[src/rtl/soi_trace_pkg.sv]
// Shared types and constants for the SOI change tracer.
// soi_entry_t and TS_MAX describe the default-width configuration.
package soi_trace_pkg;

  localparam int SOI_W_DEF = 8;
  localparam int TS_W_DEF  = 16;

  typedef struct packed {
    logic                wrap;
    logic [TS_W_DEF-1:0]  ts;
    logic [SOI_W_DEF-1:0] value;
  } soi_entry_t;

  localparam logic [TS_W_DEF-1:0] TS_MAX = '1;

endpackage

[src/rtl/soi_trace_fifo.sv]
// First-word-fall-through FIFO for trace entries.
// A push into a full FIFO is still taken when the head is popped in the same cycle.
module soi_trace_fifo #(
  parameter int WIDTH = 25,
  parameter int DEPTH = 8
) (
  input  logic                         clk,
  input  logic                         rst_n,
  input  logic                         push,
  input  logic [WIDTH-1:0]             push_data,
  input  logic                         rd_ready,
  output logic                         rd_valid,
  output logic [WIDTH-1:0]             rd_data,
  output logic [$clog2(DEPTH+1)-1:0]   level,
  output logic                         accepted
);

  localparam int PW = $clog2(DEPTH);
  localparam int LW = $clog2(DEPTH + 1);

  // Storage is deliberately left out of reset; only pointers and level are cleared.
  logic [WIDTH-1:0] mem [DEPTH];

  logic [PW-1:0] wr_ptr_reg, wr_ptr_next;
  logic [PW-1:0] rd_ptr_reg, rd_ptr_next;
  logic [LW-1:0] level_reg, level_next;
  logic          pop;

  assign rd_valid = (level_reg != '0);
  assign pop      = rd_valid & rd_ready;
  assign accepted = push & ((level_reg < LW'(DEPTH)) | pop);
  assign rd_data  = rd_valid ? mem[rd_ptr_reg] : '0;
  assign level    = level_reg;

  always_comb begin
    wr_ptr_next = accepted ? wr_ptr_reg + PW'(1) : wr_ptr_reg;
    rd_ptr_next = pop ? rd_ptr_reg + PW'(1) : rd_ptr_reg;
    level_next  = level_reg;
    case ({accepted, pop})
      2'b10:   level_next = level_reg + LW'(1);
      2'b01:   level_next = level_reg - LW'(1);
      default: level_next = level_reg;
    endcase
  end

  always_ff @(posedge clk or negedge rst_n) begin
    if (!rst_n) begin
      wr_ptr_reg <= '0;
      rd_ptr_reg <= '0;
      level_reg  <= '0;
    end else begin
      wr_ptr_reg <= wr_ptr_next;
      rd_ptr_reg <= rd_ptr_next;
      level_reg  <= level_next;
    end
  end

  always_ff @(posedge clk) begin
    if (accepted) begin
      mem[wr_ptr_reg] <= push_data;
    end
  end

endmodule

[src/rtl/soi_tracer.sv]
// Observes a signal every clock and queues timestamped change/sync/wrap entries
// for a valid/ready reader; entries that find the FIFO full are counted as drops.
module soi_tracer
  import soi_trace_pkg::*;
#(
  parameter int SOI_W  = 8,
  parameter int TS_W   = 16,
  parameter int DEPTH  = 8,
  parameter int DROP_W = 8
) (
  input  logic                        clk,
  input  logic                        rst_n,
  input  logic [SOI_W-1:0]            soi_i,
  input  logic                        enable_i,
  input  logic                        drop_clr_i,
  output logic                        rd_valid_o,
  input  logic                        rd_ready_i,
  output logic [TS_W+SOI_W:0]         rd_data_o,
  output logic [$clog2(DEPTH+1)-1:0]  level_o,
  output logic [DROP_W-1:0]           drop_cnt_o
);

  localparam int ENTRY_W = 1 + TS_W + SOI_W;
  localparam logic [TS_W-1:0]   TS_ALL_ONES = '1;
  localparam logic [DROP_W-1:0] DROP_SAT    = '1;

  logic [TS_W-1:0]   ts_reg;
  logic [SOI_W-1:0]  prev_reg;
  logic              en_reg;
  logic [DROP_W-1:0] drop_cnt_reg, drop_cnt_next;

  logic               wrap;
  logic               push_req;
  logic               accepted;
  logic               drop;
  logic [ENTRY_W-1:0] entry;

  // First enabled cycle, a value change, or a timestamp rollover all emit one entry.
  assign wrap     = (ts_reg == TS_ALL_ONES);
  assign push_req = enable_i & (~en_reg | (soi_i != prev_reg) | wrap);
  assign entry    = {wrap, ts_reg, soi_i};
  assign drop     = push_req & ~accepted;

  always_comb begin
    drop_cnt_next = drop_cnt_reg;
    if (drop_clr_i) begin
      drop_cnt_next = '0;
    end else if (drop && (drop_cnt_reg != DROP_SAT)) begin
      drop_cnt_next = drop_cnt_reg + DROP_W'(1);
    end
  end

  always_ff @(posedge clk or negedge rst_n) begin
    if (!rst_n) begin
      ts_reg       <= '0;
      prev_reg     <= '0;
      en_reg       <= 1'b0;
      drop_cnt_reg <= '0;
    end else begin
      ts_reg       <= ts_reg + TS_W'(1);
      prev_reg     <= soi_i;
      en_reg       <= enable_i;
      drop_cnt_reg <= drop_cnt_next;
    end
  end

  assign drop_cnt_o = drop_cnt_reg;

  soi_trace_fifo #(
    .WIDTH (ENTRY_W),
    .DEPTH (DEPTH)
  ) u_fifo (
    .clk       (clk),
    .rst_n     (rst_n),
    .push      (push_req),
    .push_data (entry),
    .rd_ready  (rd_ready_i),
    .rd_valid  (rd_valid_o),
    .rd_data   (rd_data_o),
    .level     (level_o),
    .accepted  (accepted)
  );

endmodule

[config.mk]
export PLATFORM = sky130hd
export DESIGN_NAME = soi_tracer
export DESIGN_NICKNAME = d
export VERILOG_FILES = /design/src/rtl/soi_trace_pkg.sv /design/src/rtl/soi_trace_fifo.sv /design/src/rtl/soi_tracer.sv
export SDC_FILE = /design/constraint.sdc
export NUM_CORES = 1
export LEC_CHECK = 0
export BUFFER_PORTS_ARGS = -buffer_cell sky130_fd_sc_hd__buf_2
export CORE_ASPECT_RATIO = 0.5
export CORE_UTILIZATION = 55
export DETAILED_ROUTE_END_ITERATION = 6
export GPL_TIMING_DRIVEN = 0
export PLACE_DENSITY = 0.76
export SLEW_MARGIN = 25
export SYNTH_ARGS = -nofsm -noshare
export SYNTH_HDL_FRONTEND = slang
export SYNTH_SLANG_ARGS = --single-unit
[constraint.sdc]
create_clock -name clk -period 2.81 [get_ports clk]
set_input_delay 0.1405 -clock clk [delete_from_list [all_inputs] [get_ports clk]]
set_output_delay 0.1405 -clock clk [all_outputs]
set_load 0.01 [all_outputs]
# [After elaboration in Yosys (flattened, before gate mapping)]
# Memory sizes are Yosys's and may differ from the RTL's.
# Index checks and enable logic that the tools add are counted.
[word_totals] regBits=43 ramBits=200 n_memories=1 inputBits=13 word_cells=39 output_inout_bits=38
[op_classes] order_cmp=1 n_eq_ne=5 muxes=6 addsub=6 reduce_logical=4 bitwise=9
[mem_list] name="u_fifo.mem" depth=8 width=25 read_ports=1 rd_ports_with_merged_regs=0 write_ports=1 line="soi_trace_fifo.sv:22" source="logic [WIDTH-1:0] mem [DEPTH];"
[ops] op="$mux 25" count=1
[ops] op="$add 16x1->16 const B" count=1
[ops] op="$eq 16x16->1 const B" count=1
[ops] op="$mux 8" count=2
[ops] op="$add 8x1->8 const B" count=1
[ops] op="$ne 8x8->1" count=1
[ops] op="$ne 8x8->1 const B" count=1
[ops] op="$pmux 4 s2" count=1
[ops] op="$add 3x1->3 const B" count=2
[ops] op="$add 4x1->4 const B" count=1
[ops] op="$and 1x1->1" count=4
[ops] op="$lt 4x4->1 const B" count=1
[ops] op="$reduce_bool 2->1" count=2
[ops] op="$reduce_bool 4->1" count=1
[ops] op="$sub 4x1->4 const B" count=1
[ops] op="$or 1x1->1" count=3
[ops] op="$eq 2x1->1 const B" count=1
[ops] op="$eq 2x2->1 const B" count=1
[ops] op="$mux 1" count=2
[ops] op="$not 1->1" count=2
[ops] op="$logic_and 1x1->1" count=1

# [Depth between registers and ports, before layout]
[depth] ltp_word=10 depth_mapped=14 ltp_nobuf=12

# [Cells and area by module]
# From an unflattened synthesis, not the netlist that was laid out.
[unflattened] cells_unflattened=500 area_unflattened_um2=9645.5
[by_module_without_submodules] mod="soi_trace_fifo" area_per_inst_um2=8200.4 cells_each=377 n_inst=1
[by_module_without_submodules] mod="soi_tracer" area_per_inst_um2=1445.1 cells_each=123 n_inst=1

# [Worst setup path after synthesis]
# No wires, ideal clock.
[synth_timing] kind="reg2reg" startpoint="reg ts_reg[6]" endpoint="mem u_fifo.mem[2][0] (enable)" t_arrival_ns=2.441 synth_period_minus_slack_ns=2.838 setup_time_ns=0.396 required_ns=2.414 stages_incl_launch_ff=8 setup_slack_ns=-0.028 n_path_buf=2 path_cell_list="dfrtp_1 -> and4_4 -> and4_1 -> buf_4 -> nand4_4 -> a21oi_2 -> buf_6 -> nor4bb_4"
[synth_via] elab_chain_len=6
[synth_rtl] element="start: declaration" line="soi_tracer.sv:27" source="logic [TS_W-1:0] ts_reg;"
[synth_rtl] element="start signal: assignment" line="soi_tracer.sv:60" source="ts_reg <= ts_reg + TS_W'(1);"
[synth_rtl] element="$eq 16x16->1" line="soi_tracer.sv:39" source="assign wrap = (ts_reg == TS_ALL_ONES);"
[synth_rtl] element="$or 1x1->1" line="soi_tracer.sv:40" source="assign push_req = enable_i & (~en_reg | (soi_i != prev_reg) | wrap);"
[synth_rtl] element="$and 1x1->1" line="soi_tracer.sv:40"
[synth_rtl] element="$and 1x1->1" line="soi_trace_fifo.sv:31" source="assign accepted = push & ((level_reg < LW'(DEPTH)) | pop);"
[synth_rtl] element="$mux 1" line="soi_trace_fifo.sv:59" source="if (accepted) begin"
[synth_rtl] element="$mux 1 (not written as such)" line="soi_trace_fifo.sv:60" source="mem[wr_ptr_reg] <= push_data;"
[synth_rtl] element="end: declaration" line="soi_trace_fifo.sv:22"
# No other way between the ends.

# [Worst setup path after layout]
[layout_timing] startpoint="reg u_fifo.rd_ptr_reg[1]" endpoint="out rd_data_o[3]"
[layout_via] elab_chain_len=2
[layout_rtl] element="start: declaration" line="soi_trace_fifo.sv:25" source="logic [PW-1:0] rd_ptr_reg, rd_ptr_next;"
[layout_rtl] element="start signal: assignment" line="soi_trace_fifo.sv:53" source="rd_ptr_reg <= rd_ptr_next;"
[layout_rtl] element="$mem_v2 8x25"
[layout_rtl] element="$mux 25" line="soi_trace_fifo.sv:32" source="assign rd_data = rd_valid ? mem[rd_ptr_reg] : '0;"
[layout_rtl] element="end: declaration" line="soi_tracer.sv:18" source="output logic [TS_W+SOI_W:0] rd_data_o,"
# No other way between the ends.

==> results.toml <==
[run_status]
outcome = "complete, no violations"

[final_layout]
utilization_pct = 68.5
register_area_mm2 = 0.00710
antenna_cells = 0
nets = 636
layout_commonest_cell = "edfxtp_1"
design_area_mm2 = 0.0115
multi_input_area_mm2 = 0.00257
layout_common_cells = "edfxtp_1, mux4_2, buf_2"
largest_reg_flops = 200
nFillCells = 1046
drive_above_1_share_pct = 34.0
syn_to_final_growth_pct = 18.4

[worst_hold_path]
hold_class = "primary input to register"

[route]
drt_iter0_drc = 526
vias_per_cell = 5.86
drt-pass1-iter-count = 5
route.detailed.drc = 0
wire_per_inst_um = 22.4
num_vias = 5018
drt-total-wl_um = 19200
antenna_left = 0

[synthesis]
synth_mux_area_share_pct = 15.4
synth_seq_area_share_pct = 72.9
netlist_area_mm2 = 0.00972
synth_xor_area_share_pct = 2.79
ys_ff_latch = 243
yosys_warnings = 0
avgSynthCellArea_um2 = 19.2
synth_cell_types = 36
synth_compound_area_share_pct = 0.824
synthCells = 506
synth_fp_nets = 526
synth_top_family_by_area = "multiplexers"
synth-simple-area-share_pct = 5.94
synthAdderAreaFrac_pct = 0.901

[sta]
rsz0062_at_grt = "yes"
tns_ps = 0
setup_viol = 0
drv_slew = 0
period_share_pct = 96.4
finalHoldViolCount = 0
tightest_slew_ps = 788
clock.fmax_mhz = 369
fin_crit_ps = 2710
skew_ps = 7.61
slew_headroom_pct = 47.5

[clocking]
worstSkewPairLatency_ps = 490
clock_path_buffers = 3
cts_made_buffers = 21
clk_pin_slew_worst_paths_ps = 70
cts.htree.levels = 1
cts_tree = "yes"
root_buffer = "clkbuf_16"
clkSinkCount = 243

[floorplanning]
fp.coreArea_mm2 = 0.0168
ioPinCount = 51
die_h_um = 96.0
die_area_mm2 = 0.0182
die_x_um = 190
initial_core_util_pct = 57.8
placementRows = 33

[global_route]
grt_max_degree = 44
grtUsageTotal_pct = 22.3
overflow = 0
antenna_found_initial = 0
grt_pass1_wl_um = 29300
first_global_vias = 4987

[placement]
globalplace.congestion = 0.759
numPortBuffers = 50
dp_hpwl_um = 11700
dpl-instance-area_mm2 = 0.0105

[power_and_ir_drop]
p_sw_share_pct = 29.4
intPower_mw = 7.63
leakagePower_nw = 4.19
p_comb_share_pct = 30.6
power.density_mw_per_mm2 = 939
power_mw = 10.8
seqPwrFrac_pct = 42.3
peakVddDrop_v = 0.000524
clkPwrFrac_pct = 27.1
power.switching_mw = 3.18

[critical_path]
worst-setup-path-type = "register to primary output"
cp.required_ps = 2670
arrival_ps = 2570
r2r_slack_ps = 140
crit_path_start_kind = "register"
critPathCaptureType = "primary output"
critPathMaxFanout = 10

[run]
drv_cap = 0
[final timing paths]
kind,start,endpoint,cells past startpoint
max,u_fifo.rd_ptr_reg[1]$_DFFE_PN0P_,rd_data_o[3],6
min,drop_clr_i,drop_cnt_o[0]$_DFFE_PN0P_,3
max reg2reg,ts_reg[6]$_DFF_PN0_,u_fifo.level[2]$_DFFE_PN0P_,14
min reg2reg,ts_reg[1]$_DFF_PN0_,ts_reg[1]$_DFF_PN0_,1
max in group asynchronous,rst_n,ts_reg[2]$_DFF_PN0_,2
min in group asynchronous,rst_n,u_fifo.level[0]$_DFFE_PN0P_,2
[cells in the mapped netlist]
master | n | area (um^2)
buf_2 | 5 | 25.0
nor3_2 | 1 | 10.0
dfrtp_1 | 43 | 1080
and3b_1 | 1 | 8.76
and4b_1 | 3 | 30.0
nor4_4 | 1 | 21.3
nand2b_1 | 3 | 18.8
nand4_4 | 1 | 21.3
mux2_1 | 1 | 11.3
clkbuf_1 | 12 | 45.0
a21oi_2 | 1 | 8.76
nor2b_1 | 10 | 62.6
edfxtp_1 | 200 | 6010
ha_1 | 7 | 87.6
nor4bb_4 | 1 | 25.0
and3_1 | 7 | 43.8
nor2_1 | 37 | 139
nand3_1 | 13 | 65.1
mux2i_1 | 26 | 260
inv_1 | 5 | 18.8
and2_1 | 2 | 12.5
o32a_1 | 1 | 10.0
buf_1 | 3 | 11.3
and4_4 | 1 | 11.3
and4_1 | 5 | 43.8
a31oi_1 | 1 | 6.26
and4bb_1 | 1 | 12.5
xnor2_1 | 20 | 175
a21oi_1 | 11 | 55.1
buf_4 | 1 | 7.51
mux4_2 | 50 | 1130
mux2_2 | 9 | 101
buf_6 | 1 | 11.3
nand4_1 | 4 | 25.0
nand2_1 | 7 | 26.3
xor2_1 | 11 | 96.3
[worst max-delay path, stage by stage (launching register included)]
cell and delay, ps:
dfrtp_1 350, clkbuf_1 240, clkbuf_1 640, mux4_2 440, mux2i_1 200, nor2_1 80, buf_2 140
[cells by family after synthesis]
group                      after synthesis
AOI/OAI and AO/OA                       14
xor gates and xnor gates                31
adders and majority gates                7
buffers and inverters                   27
DFF                                    243
muxes                                   86
and+or+nand+nor                         98
[routing by layer]
| metal | GRT usage, % | vias to the layer above | wire length, um |
|---|---|---|---|
| li1 | - | 2220 | - |
| met3 | 4.37 | 19 | 1420 |
| met5 | 0 | - | 0 |
| met1 | 32.9 | 2583 | 8620 |
| met2 | 35.5 | 196 | 8940 |
| met4 | 4.30 | 0 | 227 |
[layout make-up]
type                       instances  area share [%]
sequential                       243            61.7
clock inverter                     9            1.01
inverter                           5           0.163
tap                              227            2.47
clock buffer                      27            5.02
buffer                            22            1.15
multi-input combinational        236            22.3
timing repair buffer              87            6.14
[power groups by stage]
stage	sequential (mW)	clock (mW)	combinational [mW]
after floorplan	4.60	0	2.10
after global placement	4.62	0	3.04
after detailed placement	4.63	0	3.23
after CTS	4.56	2.97	3.31
after global routing	4.61	3.11	3.57
final	4.57	2.93	3.31
[stage by stage]
step,hold WS [ps],instances,setup WS [ps]
5_1_grt,99.1,856,-20.6
3_5_place_dp,199,793,-404
2_1_floorplan,-155,506,7.73
6_report,65.2,856,100
4_1_cts,60.8,851,17.5
3_3_place_gp,271,783,-1070
[repair_timing]
item,in CTS,in global routing
pin swaps,2,4
endpoints found under the hold margin,116,0
resized for setup,16,27
buffers inserted,12,5
endpoints found under the setup margin,172,20
hold buffers,10,0
No activity file was read; power rests on OpenSTA's default activity.
